$ cat src/rtl/breakout_game_ctrl.sv
`default_nettype none
// ============================================================================
// Module   : breakout_game_ctrl
// Purpose  : Breakout game supervisor: sequencing, BCD score, balls, sound.
// Revision : 1.0 - initial release
// ============================================================================
module breakout_game_ctrl #(
    parameter int BALLS_INIT  = 3,
    parameter int TIMER_TICKS = 120
) (
    input  logic       clk,
    input  logic       reset,
    input  logic [4:0] btn,
    input  logic [9:0] pix_x,
    input  logic [9:0] pix_y,
    input  logic       hit,
    input  logic       miss,
    output logic       gra_still,
    output logic [1:0] game_state,
    output logic [3:0] score_d1,
    output logic [3:0] score_d0,
    output logic [1:0] balls,
    output logic       snd_hit,
    output logic       snd_miss
);

    typedef enum logic [1:0] {
        NEWGAME = 2'd0,
        PLAY    = 2'd1,
        NEWBALL = 2'd2,
        OVER    = 2'd3
    } state_t;

    localparam logic [1:0] BALLS_RST  = 2'(BALLS_INIT);
    localparam logic [6:0] TIMER_LOAD = 7'(TIMER_TICKS);

    state_t     state, state_nxt;
    logic [3:0] d1_nxt, d0_nxt;
    logic [1:0] balls_nxt;
    logic [6:0] timer, timer_nxt;
    logic       hit_q, miss_q;
    logic       hit_pulse, miss_pulse;

    logic refr_tick, hit_rise, miss_rise, press, timer_up;

    assign refr_tick  = (pix_y == 10'd481) && (pix_x == 10'd0);
    assign hit_rise   = hit & ~hit_q;
    assign miss_rise  = miss & ~miss_q;
    assign press      = |btn;
    assign timer_up   = (timer == 7'd0);
    assign gra_still  = (state != PLAY);
    assign game_state = state;

    always_comb begin
        state_nxt  = state;
        d1_nxt     = score_d1;
        d0_nxt     = score_d0;
        balls_nxt  = balls;
        timer_nxt  = timer;
        hit_pulse  = 1'b0;
        miss_pulse = 1'b0;
        if (refr_tick && !timer_up)
            timer_nxt = timer - 7'd1;
        case (state)
            NEWGAME: begin
                if (press) begin
                    state_nxt = PLAY;
                    d1_nxt    = 4'd0;
                    d0_nxt    = 4'd0;
                end
            end
            PLAY: begin
                if (hit_rise) begin
                    hit_pulse = 1'b1;
                    if (score_d0 == 4'd9) begin
                        d0_nxt = 4'd0;
                        d1_nxt = (score_d1 == 4'd9) ? 4'd0 : score_d1 + 4'd1;
                    end else begin
                        d0_nxt = score_d0 + 4'd1;
                    end
                end
                // A coincident miss still wins the state transition after the score update.
                if (miss_rise) begin
                    miss_pulse = 1'b1;
                    timer_nxt  = TIMER_LOAD;
                    balls_nxt  = balls - 2'd1;
                    state_nxt  = (balls == 2'd1) ? OVER : NEWBALL;
                end
            end
            NEWBALL: begin
                if (timer_up && press)
                    state_nxt = PLAY;
            end
            OVER: begin
                if (timer_up) begin
                    state_nxt = NEWGAME;
                    balls_nxt = BALLS_RST;
                end
            end
            default: state_nxt = NEWGAME;
        endcase
    end

    always_ff @(posedge clk or posedge reset) begin
        if (reset) begin
            state    <= NEWGAME;
            score_d1 <= 4'd0;
            score_d0 <= 4'd0;
            balls    <= BALLS_RST;
            timer    <= 7'd0;
            hit_q    <= 1'b0;
            miss_q   <= 1'b0;
            snd_hit  <= 1'b0;
            snd_miss <= 1'b0;
        end else begin
            state    <= state_nxt;
            score_d1 <= d1_nxt;
            score_d0 <= d0_nxt;
            balls    <= balls_nxt;
            timer    <= timer_nxt;
            hit_q    <= hit;
            miss_q   <= miss;
            snd_hit  <= hit_pulse;
            snd_miss <= miss_pulse;
        end
    end

endmodule
`default_nettype wire

$ cat config.mk
export PLATFORM = sky130hd
export DESIGN_NAME = breakout_game_ctrl
export DESIGN_NICKNAME = d
export VERILOG_FILES = /design/src/rtl/breakout_game_ctrl.sv
export SDC_FILE = /design/constraint.sdc
export NUM_CORES = 1
export LEC_CHECK = 0
export CAP_MARGIN = 20
export CORE_MARGIN = 2
export CORE_UTILIZATION = 40
export CTS_CLUSTER_SIZE = 40
export DETAILED_ROUTE_END_ITERATION = 6
export PLACE_DENSITY = 0.75
export SYNTH_ARGS = -nofsm -noshare
export SYNTH_HDL_FRONTEND = slang
export SYNTH_SLANG_ARGS = --single-unit
$ cat constraint.sdc
create_clock -name clk -period 5.4 [get_ports clk]
set_input_delay 1.08 -clock clk [delete_from_list [all_inputs] [get_ports clk]]
set_output_delay 1.08 -clock clk [all_outputs]
set_load 0.1 [all_outputs]
# [After elaboration in Yosys (flattened, before gate mapping)]
# Index checks and enable logic that the tools add are counted.
[totals] output_inout_bits=15 register_bits=23 inputBits=29 wordCells=69
[classes] addsub=4 n_reduce_logical=14 mux=24 bitwise_logic=4 n_eq_ne=14
[ops] cell="$mux W4" n=6
[ops] cell="$mux W7" n=3
[ops] cell="$pmux W4 S2" n=2
[ops] cell="$mux W2" n=6
[ops] cell="$ne A2 B2 Y1 const B" n=6
[ops] cell="$eq A10 B9 Y1 const B" n=1
[ops] cell="$logic_not A10 Y1" n=1
[ops] cell="$add A4 B1 Y4 const B" n=2
[ops] cell="$eq A4 B4 Y1 const B" n=2
[ops] cell="$pmux W2 S4" n=1
[ops] cell="$reduce_and A4 Y1" n=2
[ops] cell="$logic_not A7 Y1" n=1
[ops] cell="$sub A7 B1 Y7 const B" n=1
[ops] cell="$reduce_and A3 Y1" n=2
[ops] cell="$mux W1" n=5
[ops] cell="$reduce_or A5 Y1" n=1
[ops] cell="$eq A2 B1 Y1 const B" n=2
[ops] cell="$eq A2 B2 Y1 const B" n=2
[ops] cell="$pmux W2 S2" n=1
[ops] cell="$reduce_bool A2 Y1" n=2
[ops] cell="$logic_and A1 B1 Y1" n=3
[ops] cell="$and A1 B1 Y1" n=2
[ops] cell="$logic_not A2 Y1" n=1
[ops] cell="$ne A2 B1 Y1 const B" n=1
[ops] cell="other kinds (3)" n=4

# [Longest topological paths before layout]
[logic_depth] word_depth=6 mapped_depth=7 depth_no_buf=6

# [Worst setup path before layout]
# OpenSTA, ideal clock, no wires.
[synth_timing] kind="reg2out" start="register state[1] (netlist: game_state[1])" end="output port gra_still" required_ps=4320 n_path_buf=1 path_stages_with_launch=3 t_arrival_ps=2085 setup_slack_ps=2235 path_cell_list="dfrtp_1 > buf_2 > nand2b_1"
[synth_between] elab_chain_len=1
[synth_lines] element="start: declaration" line="37" text="state_t state, state_nxt;"
[synth_lines] element="start signal: assignment" line="116" text="state <= state_nxt;"
[synth_lines] element="$ne A2 B1 Y1" line="51" text="assign gra_still = (state != PLAY);"
[synth_lines] element="end: declaration" line="18" text="output logic gra_still,"
# No other way between the ends.

# [Worst setup path after layout]
# Ends and elaborated chain as after synthesis.

==> run metrics <==
Max-slew headroom=0.342; Tmin final=3.38 ns; clock tree from TritonCTS=yes; crit start category=register; CTS Sinks=23; number of I/O pins=44; Worst Hold Endpoint=timer[5]; DRT iter0 DRCs=21; clock tree buffer depth=2; slew at the pin closest to its max-slew limit=0.984 ns; number of distinct library cells after synthesis=44; worst hold start=timer[5]; WL final=2.72 mm; input/output buffers=between 40 and 50; Area Overhead vs Synth=37.6%; Reg-to-Reg Start=timer[0]; layout cell share with drive strength beyond 1=0.0686; worst endpoint required time=between 4 and 5 ns; Max Clk Rate=about 300 MHz; setup violators final=0; Overflow after GRT=0; Post-synth EDFFs=0; chip height=about 60 um; final period utilization=0.626; Global Route Usage Sum=0.163; Hold WC Path Type=register to register; final hold vios=0; sequential area share after synthesis=0.446; status=completed; Worst Path Max Fanout=10; dominant synthesized flop cell=dfrtp_1; Post-Syn Instances=131; Die X-Extent=between 60 and 70 um; Synth Cell Area=around 1300 um^2; DR DRC count=0; FF-to-FF path depth=6; Syn Area/Cell=9.89 um^2; max cap viols=0; Data arrival, critical path=~2.3 ns; global-route wire length before repair=between 4 and 5 mm; vias in the first global route=about 1100; Final GP Congestion=about 0.86; DP Area=1760 um^2; Die Footprint=3710 um^2; total nets after synthesis=approximately 170; cts bufs inserted=3; Setup Fix Bufs, Post-CTS=0; WHS Path Cells=1; Nets=~210; HPWL Detailed=around 2.2 mm; largest net degree at the start of global routing=24; Leak=between 0.6 and 0.7 nW; PwrDens=approximately 470 nW/um^2; hold_buf cts=0; Worst Skew=roughly 0.0015 ns; CP Class=register to primary output; Max VDD drop=~150 uV; ANT cells=0; CTS root buf=clkbuf_4; vias per inst=roughly 5.3; TritonRoute pass-1 iters=4; worst-skew pair later-pin latency=approximately 0.30 ns; reg2reg end=balls[1]; Final ANT Viol Nets=0; async set-reset flop share out of synthesis=1.00; Sum Neg Setup Slack=0 ns; synthesis-stage register bit count=23; fin area=between 1500 and 2000 um^2; H-Tree Depth=1; clock-pin transition on the worst setup and hold timing paths=0.12 ns; fin. max-slew vios=0; core footprint=slightly above 3000 um^2; Routed wire per std cell=12.4 um; detailed-route via count=roughly 1200; initial core utilization=0.421; RSZ-0062 raised after global routing=no; Yosys warning count=0; CP Capture Type=primary output; Worst Setup SP=game_state[1]; initial antenna violation count=0; flop-to-flop setup slack=~3.4 ns; row cnt=20; post-CTS sizing=0
[Yosys cell counts (3+ instances only)]
| cell type | instances | area (um^2) |
|---|---|---|
| inv_1 | 10 | 37.5 |
| nand2b_1 | 4 | 25.0 |
| ha_1 | 6 | 75.1 |
| nor3_1 | 4 | 20.0 |
| or3_1 | 4 | 25.0 |
| nor2_1 | 6 | 22.5 |
| nor4b_1 | 3 | 26.3 |
| a211oi_1 | 3 | 22.5 |
| o22a_1 | 3 | 26.3 |
| nand2_1 | 9 | 33.8 |
| dfrtp_1 | 21 | 526 |
| a21oi_1 | 3 | 15.0 |
| and2_1 | 3 | 18.8 |
| nand3_1 | 4 | 20.0 |
| o21ai_0 | 7 | 35.0 |
| nand4_1 | 4 | 25.0 |
| mux2i_1 | 3 | 30.0 |
[power breakdown]
group / internal [mW] / switching (mW) / total (mW)
Clock: 0.0288 / 0.0492 / 0.0780
Sequential: 0.218 / 0.0541 / 0.272
Combinational: 0.138 / 0.346 / 0.484
[metrics by stage]
stage | setup slack, ns | util | instances | hold WS (ns) | total power, mW
floorplan | 2.23 | - | 131 | 0.469 | 0.644
global placement | 2.41 | 0.571 | 215 | 0.491 | 0.752
detailed placement | 2.36 | 0.571 | 215 | 0.495 | 0.765
CTS | 2.00 | 0.580 | 219 | 0.515 | 0.844
global route | 1.91 | 0.580 | 219 | 0.555 | 0.884
finish | 2.02 | 0.580 | 219 | 0.519 | 0.834
[cell usage in the layout (no fill, tap or decap), types with 3 or more instances in the layout]
master and count:
clkdlybuf4s50_1 43, dfrtp_1 21, inv_1 10, nand2_1 9
o21ai_0 7, nor2_1 6, ha_1 6, nand2b_1 4
or3_1 4, nand3_1 4, nand4_1 4, nor3_1 4
a21oi_1 3, and2_1 3, o22a_1 3, nor4b_1 3
mux2i_1 3, a211oi_1 3, clkbuf_4 3
[state kept, by name, indices dropped and copies added, names as in the netlist]
name,count
timer,7
score_d0,4
score_d1,4
balls,2
game_state,2
hit_q,1
miss_q,1
snd_hit,1
snd_miss,1
[final cells by class]
class	instances	area (um^2)
Inverter	10	37.5
Clock buffer	4	26.3
Tap cell	44	55.1
Sequential cell	23	578
Timing Repair Buffer	43	430
Fill cell	286	1290
Multi-Input combinational cell	95	657
[logic make-up (layout without fill, tap and decap cells)]
| family | Yosys count | count (layout) | share of synthesized area |
|---|---|---|---|
| adder cells (fa/ha/maj) | 6 | 6 | 0.0579 |
| AO/OA/AOI/OAI | 31 | 31 | 0.167 |
| buffers and inverters | 13 | 57 | 0.0473 |
| AND/OR/NAND/NOR | 53 | 53 | 0.243 |
| XOR/XNOR | 1 | 1 | 0.00676 |
| multiplexers | 4 | 4 | 0.0319 |
| flip-flops | 23 | 23 | 0.446 |
[per-layer routing]
metal,vias up,track usage,share of wire
li1,572,-,-
met1,548,0.199,0.41
met2,38,0.304,0.53
met3,0,0.0320,0.060
met4,0,0.0186,0
met5,-,0,0
[critical path, stage by stage, from the launching register on]
cell             delay, ns
dfrtp_1               0.53
nand2b_1              0.29
clkdlybuf4s50_1       1.18
[how the worst max path moves through the flow]
stage	to	slack [ns]
4_1_cts	gra_still	2.00
3_3_place_gp	gra_still	2.41
6_report	gra_still	2.02
2_1_floorplan	gra_still	2.23
3_5_place_dp	gra_still	2.36
5_1_grt	gra_still	1.91
(Power assumes the default switching activity.)
